## src/rtl/n64_pkg.sv

```systemverilog
// Shared types and timing constants for the N64 controller poll scheduler.
package n64_pkg;

    typedef enum logic [2:0] {
        ST_IDLE,
        ST_TX_BIT,
        ST_TX_STOP,
        ST_RX_WAIT,
        ST_RX_SAMPLE,
        ST_DONE,
        ST_HOLDOFF
    } state_t;

    localparam logic [7:0] N64_CMD_POLL  = 8'h01;
    localparam int         N64_CMD_BITS  = 8;
    localparam int         N64_RESP_BITS = 32;
    localparam int         N64_MAX_RETRY = 2;

    // Host bit phases in microseconds: '0' is long-low, '1' is short-low.
    localparam int BIT_ZERO_LOW_US  = 3;
    localparam int BIT_ZERO_HIGH_US = 1;
    localparam int BIT_ONE_LOW_US   = 1;
    localparam int BIT_ONE_HIGH_US  = 3;
    localparam int STOP_LOW_US      = 1;
    localparam int STOP_HIGH_US     = 2;
    localparam int SAMPLE_US        = 2;

endpackage

```

## src/rtl/n64_din_sync.sv

```systemverilog
// Two-flop synchroniser for the controller data line with a falling-edge pulse.
module n64_din_sync (
    input  logic clk,
    input  logic reset,
    input  logic din,
    output logic din_sync,
    output logic fall
);

    logic [2:0] sync_q;

    // Reset to the idle-high line level so no false edge appears after reset.
    always_ff @(posedge clk) begin
        if (!reset) begin
            sync_q <= 3'b111;
        end else begin
            sync_q <= {sync_q[1:0], din};
        end
    end

    assign din_sync = sync_q[1];
    assign fall     = sync_q[2] & ~sync_q[1];

endmodule

```

## src/rtl/n64_poll_scheduler.sv

```systemverilog
// N64 controller poll sequencer: sends 0x01, deserialises the 32-bit reply, detects timeouts.
// Optional macro N64_RETRY_EN re-issues a timed-out poll up to two more times.
module n64_poll_scheduler
    import n64_pkg::*;
#(
    parameter int CLK_PER_US     = 100,
    parameter int POLL_PERIOD_US = 16000,
    parameter int TIMEOUT_US     = 12,
    parameter int HOLDOFF_US     = 100
) (
    input  logic        clk,
    input  logic        reset,
    input  logic        enable,
    input  logic        poll_req,
    input  logic        Din,
    output logic        Dout,
    output logic        busy,
    output logic [31:0] buttons,
    output logic        buttons_valid,
    output logic        timeout_err
);

    localparam logic [15:0] BIT_CYC      = 16'((BIT_ONE_LOW_US + BIT_ONE_HIGH_US) * CLK_PER_US);
    localparam logic [15:0] ONE_LOW_CYC  = 16'(BIT_ONE_LOW_US * CLK_PER_US);
    localparam logic [15:0] ZERO_LOW_CYC = 16'(BIT_ZERO_LOW_US * CLK_PER_US);
    localparam logic [15:0] STOP_LOW_CYC = 16'(STOP_LOW_US * CLK_PER_US);
    localparam logic [15:0] STOP_CYC     = 16'((STOP_LOW_US + STOP_HIGH_US) * CLK_PER_US);
    localparam logic [15:0] SAMPLE_CYC   = 16'(SAMPLE_US * CLK_PER_US);
    localparam logic [15:0] TIMEOUT_CYC  = 16'(TIMEOUT_US * CLK_PER_US);
    localparam logic [15:0] HOLDOFF_CYC  = 16'(HOLDOFF_US * CLK_PER_US);
    localparam logic [23:0] PERIOD_CYC   = 24'(POLL_PERIOD_US * CLK_PER_US);

    state_t      state, state_next;
    logic [15:0] bit_timer, timer_next;
    logic [23:0] period_timer;
    logic [5:0]  bit_idx, idx_next;
    logic [31:0] shift_q, shift_next;
    logic        pending;
    logic        din_sync, din_fall;
    logic        period_hit, start, done, fail, dout_c;
    logic [15:0] tx_low_cyc;

`ifdef N64_RETRY_EN
    logic [1:0] attempt, attempt_next;
    logic       retry_q, retry_next;
`endif

    n64_din_sync u_sync (
        .clk      (clk),
        .reset    (reset),
        .din      (Din),
        .din_sync (din_sync),
        .fall     (din_fall)
    );

    assign period_hit = enable && (period_timer >= PERIOD_CYC - 24'd1);
    assign tx_low_cyc = N64_CMD_POLL[~bit_idx[2:0]] ? ONE_LOW_CYC : ZERO_LOW_CYC;

    always_comb begin
        state_next = state;
        timer_next = bit_timer + 16'd1;
        idx_next   = bit_idx;
        shift_next = shift_q;
        dout_c     = 1'b1;
        start      = 1'b0;
        done       = 1'b0;
        fail       = 1'b0;
`ifdef N64_RETRY_EN
        attempt_next = attempt;
        retry_next   = retry_q;
`endif
        case (state)
            ST_IDLE: begin
                timer_next = 16'd0;
                if (poll_req || pending || period_hit) begin
                    start      = 1'b1;
                    state_next = ST_TX_BIT;
                    idx_next   = 6'd0;
`ifdef N64_RETRY_EN
                    attempt_next = 2'd0;
`endif
                end
            end
            ST_TX_BIT: begin
                dout_c = (bit_timer >= tx_low_cyc);
                if (bit_timer == BIT_CYC - 16'd1) begin
                    timer_next = 16'd0;
                    if (bit_idx == 6'(N64_CMD_BITS - 1)) begin
                        state_next = ST_TX_STOP;
                        idx_next   = 6'd0;
                    end else begin
                        idx_next = bit_idx + 6'd1;
                    end
                end
            end
            ST_TX_STOP: begin
                dout_c = (bit_timer >= STOP_LOW_CYC);
                if (bit_timer == STOP_CYC - 16'd1) begin
                    timer_next = 16'd0;
                    state_next = ST_RX_WAIT;
                end
            end
            // The timer keeps running from the last edge through RX_SAMPLE.
            ST_RX_WAIT: begin
                if (din_fall) begin
                    timer_next = 16'd0;
                    state_next = ST_RX_SAMPLE;
                end else if (bit_timer >= TIMEOUT_CYC - 16'd1) begin
                    timer_next = 16'd0;
                    state_next = ST_HOLDOFF;
`ifdef N64_RETRY_EN
                    if (attempt == 2'(N64_MAX_RETRY)) fail = 1'b1;
                    else retry_next = 1'b1;
`else
                    fail = 1'b1;
`endif
                end
            end
            ST_RX_SAMPLE: begin
                if (bit_timer == SAMPLE_CYC - 16'd1) begin
                    shift_next = {shift_q[30:0], din_sync};
                    idx_next   = bit_idx + 6'd1;
                    if (bit_idx == 6'(N64_RESP_BITS - 1)) begin
                        timer_next = 16'd0;
                        state_next = ST_DONE;
                    end else begin
                        state_next = ST_RX_WAIT;
                    end
                end
            end
            ST_DONE: begin
                timer_next = 16'd0;
                done       = 1'b1;
                state_next = ST_HOLDOFF;
            end
            ST_HOLDOFF: begin
                if (bit_timer == HOLDOFF_CYC - 16'd1) begin
                    timer_next = 16'd0;
                    state_next = ST_IDLE;
`ifdef N64_RETRY_EN
                    if (retry_q) begin
                        state_next   = ST_TX_BIT;
                        idx_next     = 6'd0;
                        retry_next   = 1'b0;
                        attempt_next = attempt + 2'd1;
                    end
`endif
                end
            end
            default: begin
                timer_next = 16'd0;
                state_next = ST_IDLE;
            end
        endcase
    end

    always_ff @(posedge clk) begin
        if (!reset) begin
            state         <= ST_IDLE;
            bit_timer     <= 16'd0;
            period_timer  <= 24'd0;
            bit_idx       <= 6'd0;
            shift_q       <= 32'd0;
            pending       <= 1'b0;
            buttons       <= 32'd0;
            buttons_valid <= 1'b0;
            timeout_err   <= 1'b0;
        end else begin
            state         <= state_next;
            bit_timer     <= timer_next;
            bit_idx       <= idx_next;
            shift_q       <= shift_next;
            buttons_valid <= done;
            if (done) begin
                buttons     <= shift_q;
                timeout_err <= 1'b0;
            end else if (fail) begin
                timeout_err <= 1'b1;
            end
            if (start) pending <= 1'b0;
            else if (poll_req && state != ST_IDLE) pending <= 1'b1;
            if (!enable || start) period_timer <= 24'd0;
            else if (!period_hit) period_timer <= period_timer + 24'd1;
        end
    end

`ifdef N64_RETRY_EN
    always_ff @(posedge clk) begin
        if (!reset) begin
            attempt <= 2'd0;
            retry_q <= 1'b0;
        end else begin
            attempt <= attempt_next;
            retry_q <= retry_next;
        end
    end
`endif

    assign Dout = dout_c;
    assign busy = (state != ST_IDLE);

endmodule

```

## config.mk

```make
export PLATFORM = sky130hd
export DESIGN_NAME = n64_poll_scheduler
export DESIGN_NICKNAME = d
export VERILOG_FILES = /design/src/rtl/n64_pkg.sv /design/src/rtl/n64_din_sync.sv /design/src/rtl/n64_poll_scheduler.sv
export SDC_FILE = /design/constraint.sdc
export NUM_CORES = 1
export LEC_CHECK = 0
export CORE_MARGIN = 4
export CORE_UTILIZATION = 55
export DETAILED_ROUTE_END_ITERATION = 6
export GPL_TIMING_DRIVEN = 0
export PLACE_DENSITY = 0.76
export SLEW_MARGIN = 10
export SYNTH_ARGS = -nofsm -noshare
export SYNTH_HDL_FRONTEND = slang
export SYNTH_SLANG_ARGS = --single-unit
```

## constraint.sdc

```tcl
create_clock -name clk -period 3 [get_ports clk]
set_clock_uncertainty 0.1 [all_clocks]
set_input_delay 0.3 -clock clk [delete_from_list [all_inputs] [get_ports clk]]
set_output_delay 0.3 -clock clk [all_outputs]
set_load 0.01 [all_outputs]
```

==> run_results.csv, run 1 <==
group,metric,value,unit
setup_path,critical_path.startpoint,"bit_idx[0]",
cells_and_area,seq_area,2380,um2
yosys,synth_top_area_share,47.3,%
setup_path,reg2reg_to,"bit_timer[10]",
timing,setup_viol,0,
timing,finalCriticalPeriod,2940,ps
cells_and_area,utilization,71.0,%
floorplan,die_height,104,um
yosys,synth_top_cell_by_area,"dfxtp_1",
placement,place_congestion,0.913,
yosys,synthTopCellsByCount,"119 x dfxtp_1, 84 x nand2_1, 53 x nor2_1, 44 x a21oi_1, 32 x a22o_1",
yosys,synth_area,5030,um2
cells_and_area,multi_input_area,2460,um2
clocking,clockBufferDepth,2,
floorplan,die_w,104,um
timing,clock.fmax,340,MHz
setup_path,crit_path_start_kind,"flop",
power_and_ir_drop,finalPower,4.39,mW
timing,slew_violations,0,
clocking,htreeDepth,4,
route,routed-via-count,4459,
setup_path,cp-end-kind,"output port",
global_route,grt_pass1_vias,4323,
setup_path,rr_startpoint,"bit_timer[0]",
yosys,yosysMostFrequentCell,"dfxtp_1",
clocking,numCtsBuffers,17,
power_and_ir_drop,power_density,703,nW/um2
setup_path,path_max_fanout,2,
clocking,cts.clk_slew.worst_paths,60,ps
floorplan,num_io_pins,41,
route,ant_nets,0,
yosys,ys_seq_area_share,47.3,%
route,drt_first_pass_iters,5,
yosys,synth-main-ff-cell,"dfxtp_1",
cells_and_area,fin_nets,652,
setup_path,reg2reg_slack,680,ps
job,cap_violations,0,
setup_path,critPathKind,"reg -> out",
yosys,syn-num-nets,588,
yosys,synth_cell_types,57,
placement,place_inst,723,
global_route,grt-ovfl-total,0,
power_and_ir_drop,irDropWorstVdd,0.448,mV
yosys,synth_area_leaders,"dfxtp_1 47%, nand2_1 6.3%, a22o_1 5.6%",
placement,dpl.hpwl,7770,um
floorplan,coreArea,8810,um2
timing,worst_pin_slew,637,ps
clocking,clock-sinks,119,
setup_path,crit_required,2600,ps
setup_path,ff2ff_path_depth,8,
cells_and_area,n_antenna_cell,0,
timing,finalHoldViolCount,0,
clocking,cts_hold_buf,0,
floorplan,placementRows,34,
timing,max_slew_margin,57.4,%
yosys,synth.avg_cell_area,8.76,um2
global_route,grt_max_degree,17,
hold_path,min_from,"Din",
yosys,syn_inst,575,
global_route,grt.total_usage,22.6,%
power_and_ir_drop,leakagePower,2.28,nW
route,drt_iter0_drc,315,
global_route,antenna_found_initial,0,
placement,io_buffers,40,
cells_and_area,final_cell_count_no_fill,760,
route,wire_per_inst,15.8,um
route,finalWirelength,12000,um
hold_path,min_path_cells,2,
run_status,status,"complete, no violations",
clocking,root_buffer,"clkbuf_8",
hold_path,hold_end,"u_sync.sync_q[0]",
floorplan,initial_core_util,57.2,%
route,vias_per_cell,5.87,
yosys,synth_edf_count,0,
yosys,ys_warn_count,0,
timing,hold_slack,257,ps
yosys,synth-seq-cells,119,
route,drc,0,
hold_path,min_path_type,"in -> reg",
timing,finalCritPeriodShare,98.0,%
placement,dp_slack,26.1,ps
setup_path,critPathArrivalTime,2540,ps
clocking,clk_latency,540,ps
global_route,grt_pass1_wl,20200,um
cells_and_area,final_layout_size_suffix_gt1_share,11.3,%
cells_and_area,area_growth,24.2,%
clocking,cts_tree,"done",
timing,setup_slack,59.1,ps
cells_and_area,fillCellCount,688,
floorplan,dieArea,10700,um2
yosys,synthArstFlopShare,0,%
flip-flops by register name (all words and copies together) (netlist names):
name and cells:
buttons_valid 1, period_timer 24, bit_timer 16, pending 1, state 3, timeout_err 1, buttons 32, u_sync.sync_q 3
shift_q 32, bit_idx 6
worst max path at each step:
stage                       to  slack (ps)  cells after the start
after detailed placement  Dout          30                      9
after CTS                 Dout          10                      9
after global placement    Dout          60                      9
after floorplan           Dout         640                      8
final                     Dout          60                      9
after global routing      Dout         -20                      9
cell families (layout without fill, tap and decap cells):
logic type / count (synthesis) / in the layout / synth area share, %
buf+inv: 55 / 132 / 4.75
compound gates: 108 / 108 / 14.9
mux: 1 / 1 / 0.199
fa+ha+maj: 8 / 8 / 1.99
flops: 119 / 119 / 47.3
xor+xnor: 33 / 33 / 5.74
simple gates: 251 / 251 / 25.1
metal layers:
metal  share of wire, %  global-route usage, %
met2                 48                   36.3
met5                  0                      0
met4                2.1                   10.2
met3                5.6                   6.78
met1                 44                   28.2
worst max-delay path: stages, from the launching register on:
cell,delay [ps]
dfxtp_2,340
ha_4,170
ha_4,170
ha_4,200
a211o_1,280
a311o_1,330
a21oi_2,150
a41o_1,130
nand3_2,100
buf_6,150
final cells by class:
cell class / instances / share of cell area, %
clock buffer: 17 / 6.63
buffer: 38 / 2.80
multi-input combinational: 401 / 39.4
clock inverter: 15 / 2.86
inverter: 17 / 1.02
tap: 108 / 2.16
sequential: 119 / 38.2
timing repair buffer: 45 / 7.03
stage by stage:
| stage | TNS (ps) | cell area (um2) |
|---|---|---|
| after floorplan | 0 | 5030 |
| after global routing | -16.0 | 6250 |
| final | 0 | 6250 |
| after detailed placement | 0 | 5570 |
| after global placement | 0 | 5570 |
| after CTS | 0 | 6220 |
layout by cell type, fill, tap and decap left out, types with 6 or more instances in the layout:
master,n
clkbuf_1,19
clkbuf_16,16
clkdlybuf4s50_1,39
nor3_1,13
dfxtp_1,117
buf_2,15
buf_4,6
nand4_1,25
inv_6,6
a22o_1,32
nor2b_1,6
a21oi_1,43
xor2_1,17
nor2_1,53
and3_1,11
nand3_1,20
xnor2_1,16
and2_1,6
inv_1,16
o21ai_0,8
nand2_1,84
where the power goes:
part           switching, mW  internal (mW)
clock                  0.826           1.22
sequential            0.0331           1.62
combinational          0.427          0.265
total                   1.29           3.11
timing repair:
item	4_1_cts	5_1_grt
endpoints found under the setup margin	1	1
gates resized for setup	10	4
pin swaps	3	4
setup buffers	4	1
Note: power is estimated with default switching activity, not from simulation.
==> run 2: changes to the inputs <==
- DONT_BUFFER_PORTS: not set -> 1
- PLACE_DENSITY: 0.76 -> 0.7
==> run_results.csv, run 2 (synthesis gave the netlist of run 1 again) <==
group,metric,value,unit
placement,place_congestion,0.892,
setup_path,critical-path-max-stage-delay,350,ps
setup_path,reg2reg_to,"bit_timer[13]",
placement,dp_slack,428,ps
floorplan,dieArea,10700,um2
setup_path,critical_path.startpoint,"bit_idx[0]",
cells_and_area,final_cell_mix,"118 x dfxtp_1, 84 x nand2_1, 53 x nor2_1",
timing,worst_pin_slew,577,ps
global_route,grt_pass1_vias,3832,
placement,place_inst,683,
route,routed-via-count,4086,
clocking,root_buffer,"clkbuf_8",
clocking,cts_setup_buffers,0,
setup_path,reg2reg_slack,680,ps
setup_path,crit_required,2600,ps
global_route,grt_max_degree,17,
timing,setup_slack,128,ps
setup_path,critPathKind,"reg -> out",
route,wire_per_inst,14.9,um
setup_path,rr_startpoint,"bit_timer[0]",
timing,max_slew_margin,61.5,%
clocking,cts.clk_slew.worst_paths,60,ps
power_and_ir_drop,leakagePower,2.11,nW
setup_path,cp-end-kind,"output port",
setup_path,path_depth,8,
timing,finalCritPeriodShare,95.7,%
route,vias_per_cell,5.68,
setup_path,cp_cell_sequence,"ha_4 > ha_4 > ha_1 > a211o_1 > a311o_1 > a21oi_2 > a41o_1 > nand3_2",
setup_path,cp_top_family,"compound AO/OA/AOI/OAI gates",
clocking,clock-sinks,119,
timing,slew_violations,0,
floorplan,coreArea,8810,um2
setup_path,cp_common_cell,"ha_4",
clocking,clk_latency,510,ps
floorplan,placementRows,34,
setup_path,critPathBufInv,0,
setup_path,path_max_fanout,4,
placement,dpl.hpwl,7390,um
timing,finalHoldViolCount,0,
setup_path,endpoint,"Dout",
clocking,numCtsBuffers,17,
cells_and_area,reg_top3,"buttons: 32 flops, shift_q: 32 flops, period_timer: 24 flops",
run_status,status,"complete, no violations",
clocking,cts_tree,"done",
global_route,antenna_found_initial,0,
route,drt_iter0_drc,242,
cells_and_area,area_growth,15.5,%
timing,setup_viol,0,
timing,rsz0062_at_grt,"no",
setup_path,crit_path_start_kind,"flop",
power_and_ir_drop,power_density,726,nW/um2
clocking,clockBufferDepth,2,
clocking,htreeDepth,4,
cells_and_area,fin_nets,611,
cells_and_area,layout_commonest_cell,"dfxtp_1",
floorplan,die_height,104,um
cells_and_area,final_cell_count_no_fill,719,
global_route,grt-ovfl-total,0,
route,ant_nets,0,
route,drc,0,
power_and_ir_drop,irDropWorstVdd,0.500,mV
setup_path,slowest_stage,"dfxtp_2",
timing,finalCriticalPeriod,2870,ps
floorplan,initial_core_util,57.2,%
floorplan,num_io_pins,41,
cells_and_area,final_layout_size_suffix_gt1_share,10.8,%
job,cap_violations,0,
route,drt_first_pass_iters,5,
setup_path,ff2ff_path_depth,8,
cells_and_area,n_antenna_cell,0,
route,finalWirelength,10700,um
global_route,grt.total_usage,20.5,%
placement,io_buffers,0,
timing,finalSetupTns,0,ps
timing,clock.fmax,348,MHz
hold_path,min_path_type,"in -> reg",
floorplan,die_w,104,um
setup_path,critPathArrivalTime,2470,ps
global_route,grt_pass1_wl,18500,um
run 2: cell count changes in the layout (fill, tap and decap cells not counted):
cell             delta
buf_4               -5
ha_4                -1
bufinv_16           -1
dlygate4sd3_1       +4
clkinvlp_4          +1
dfxtp_2             -1
ha_1                +1
buf_6               -1
clkdlybuf4s50_1    -39
dfxtp_1             +1
inv_6               +1
inv_8               -1
run 2: where the power goes:
group | internal, mW | switching (mW) | total, mW
clock network | 1.13 | 0.803 | 1.93
logic | 0.219 | 0.410 | 0.630
registers | 1.62 | 0.0345 | 1.66
total | 2.97 | 1.25 | 4.22
run 2: how the worst min path moves through the flow:
stage                                 from          endpoint  slack (ps)  depth (start not counted)
after floorplan           u_sync.sync_q[0]  u_sync.sync_q[1]         290                          1
after CTS                           enable   period_timer[1]          20                          3
after detailed placement  u_sync.sync_q[0]  u_sync.sync_q[1]         300                          1
after global placement    u_sync.sync_q[0]  u_sync.sync_q[1]         290                          1
final                               enable   period_timer[1]          20                          3
after global routing                enable   period_timer[1]          60                          3
run 2: layout make-up:
cell class	instances	area [um2]
clock buffers	17	414
fillers	718	2990
clock inverters	15	154
inverters	17	63.8
flip-flops and latches	119	2380
multi-input cells	401	2450
repair buffers	4	40.0
well taps	108	135
plain buffers	38	175
run 2: through the flow:
step	hold WS [ps]	total power, mW	utilization (%)	instance area (um2)
finish	23.5	4.22	66.0	5810
detailed placement	296	2.28	58.7	5170
floorplan	286	2.15	-	5030
global placement	292	2.27	58.7	5170
CTS	24.3	4.23	65.7	5790
global route	62.5	4.41	66.0	5810
run 2: tightest hold or removal path, stage by stage:
cell	delay, ps
nand2_1	40
a21o_1	180
a21oi_1	60
run 2: per-layer routing:
metal | vias to the layer above | wire, um | track usage (%)
met5 | - | 0 | 0
met1 | 1898 | 5240 | 28.6
met2 | 99 | 4830 | 30.9
met4 | 0 | 123 | 5.60
met3 | 14 | 551 | 6.09
li1 | 2075 | - | -
run 2: repair_timing:
item,4_1_cts,5_1_grt
setup endpoints to repair,1,1
hold buffers,4,0
gates resized for setup,4,3
gates cloned,0,0
hold endpoints to repair,4,0
pin swaps,0,2
==> run 3: changes to the inputs <==
- clock period: 3 -> 3.6 ns (I/O delays scaled with it)
==> run_results.csv, run 3 (synthesis gave the netlist of run 1 again) <==
group,metric,value,unit
floorplan,dieArea,10700,um2
placement,place_congestion,0.892,
route,ant_nets,0,
clocking,clockBufferDepth,2,
timing,worst_pin_slew,553,ps
timing,finalHoldViolCount,0,
setup_path,critical-path-max-stage-delay,350,ps
floorplan,die_w,104,um
clocking,cts_tree,"done",
timing,rsz0062_at_grt,"no",
timing,finalCritPeriodShare,88.0,%
setup_path,critPathArrivalTime,2710,ps
cells_and_area,final_cell_mix,"119 x dfxtp_1, 84 x nand2_1, 53 x nor2_1",
setup_path,critPathKind,"reg -> out",
route,drt_first_pass_iters,5,
timing,slew_violations,0,
route,vias_per_cell,5.63,
setup_path,path_max_fanout,4,
global_route,grt.total_usage,20.3,%
cells_and_area,layout_commonest_cell,"dfxtp_1",
placement,dpl.hpwl,7390,um
job,cap_violations,0,
clocking,cts_resized,0,
setup_path,cp_top_family,"compound AO/OA/AOI/OAI gates",
floorplan,num_io_pins,41,
timing,setup_slack,432,ps
clocking,htreeDepth,4,
placement,placed_cell_area,5170,um2
cells_and_area,reg_top3,"buttons: 32 flops, shift_q: 32 flops, period_timer: 24 flops",
floorplan,coreArea,8810,um2
floorplan,placementRows,34,
power_and_ir_drop,power_density,608,nW/um2
clocking,clock-sinks,119,
global_route,grt_pass1_vias,3821,
setup_path,cp_common_cell,"ha_1",
power_and_ir_drop,irDropWorstVdd,0.409,mV
global_route,met2_usage,30.7,%
clocking,root_buffer,"clkbuf_8",
timing,clock.fmax,316,MHz
hold_path,min_path_type,"in -> reg",
clocking,cts.clk_slew.worst_paths,60,ps
route,finalWirelength,10700,um
clocking,numCtsBuffers,17,
floorplan,die_height,104,um
global_route,grt_pass1_wl,18400,um
global_route,antenna_found_initial,0,
placement,io_buffers,0,
global_route,use_met3,6.09,%
route,routed-via-count,4039,
run_status,status,"complete, no violations",
route,wire_per_inst,14.9,um
global_route,grt-ovfl-total,0,
setup_path,crit_required,3140,ps
cells_and_area,final_layout_size_suffix_gt1_share,10.0,%
setup_path,cp-end-kind,"output port",
cells_and_area,fin_nets,609,
placement,dp_slack,968,ps
cells_and_area,utilization,65.4,%
floorplan,initial_core_util,57.2,%
route,drt_iter0_drc,267,
timing,hold_slack,61.4,ps
timing,max_slew_margin,63.1,%
global_route,busiest_layer,"met2",
cells_and_area,fin_area,5760,um2
global_route,grt_max_degree,17,
timing,setup_viol,0,
global_route,met1_usage,28.4,%
timing,finalSetupTns,0,ps
cells_and_area,area_growth,14.4,%
clocking,clk_latency,510,ps
setup_path,cp_cell_sequence,"ha_1 > ha_1 > ha_1 > a211o_1 > a311o_1 > a21oi_1 > a41o_1 > nand3_1",
cells_and_area,fillCellCount,722,
timing,finalCriticalPeriod,3170,ps
setup_path,crit_path_start_kind,"flop",
setup_path,slowest_stage,"a311o_1",
route,drc,0,
cells_and_area,n_antenna_cell,0,
power_and_ir_drop,leakagePower,2.11,nW
setup_path,critPathBufInv,0,
run 3: layer usage:
| metal | wire length, um | share of wire, % | vias to the layer above |
|---|---|---|---|
| li1 | - | - | 2063 |
| met1 | 5190 | 49 | 1852 |
| met2 | 4730 | 44 | 107 |
| met3 | 584 | 5.5 | 17 |
| met4 | 146 | 1.4 | 0 |
| met5 | 0 | 0 | - |
run 3: cell type report:
class / instances / area (um2) / share of cell area, %
Clock inverter: 15 / 154 / 2.67
Inverter: 17 / 63.8 / 1.11
Sequential cell: 119 / 2380 / 41.4
Timing Repair Buffer: 2 / 20.0 / 0.348
Tap cell: 108 / 135 / 2.35
Clock buffer: 17 / 414 / 7.19
Multi-Input combinational cell: 401 / 2410 / 41.9
Buffer: 38 / 175 / 3.04
run 3: metrics by stage:
step	power (mW)	instances
6_report	3.50	717
5_1_grt	3.66	717
4_1_cts	3.52	717
3_5_place_dp	1.90	683
3_3_place_gp	1.89	683
2_1_floorplan	1.79	575
run 3: path summary, 6_finish.rpt:
kind | start | end | slack (ps) | depth (start not counted)
setup / recovery | bit_idx[0] | Dout | 430 | 8
hold / removal | reset | u_sync.sync_q[1] | 60 | 2
setup reg to reg | bit_timer[0] | bit_timer[13] | 1280 | 8
hold reg to reg | u_sync.sync_q[0] | u_sync.sync_q[1] | 310 | 1
run 3: worst register-to-register path, stage by stage, from the launching register on:
cell,delay [ps]
dfxtp_1,370
ha_1,260
nor4bb_1,340
nand4_1,160
a32oi_1,330
nand2_1,150
o21ai_4,260
buf_6,180
nor2_1,50
run 3: what timing repair did:
item / in CTS / in global routing
setup buffers: 0 / 0
hold buffers: 2 / 0
hold endpoints to repair: 2 / 0
run 3: power breakdown:
part	internal, mW	leakage [nW]	switching [mW]
Combinational	0.176	0.873	0.339
Clock	0.943	0.277	0.667
Sequential	1.35	0.960	0.0254
Total	2.47	2.11	1.03
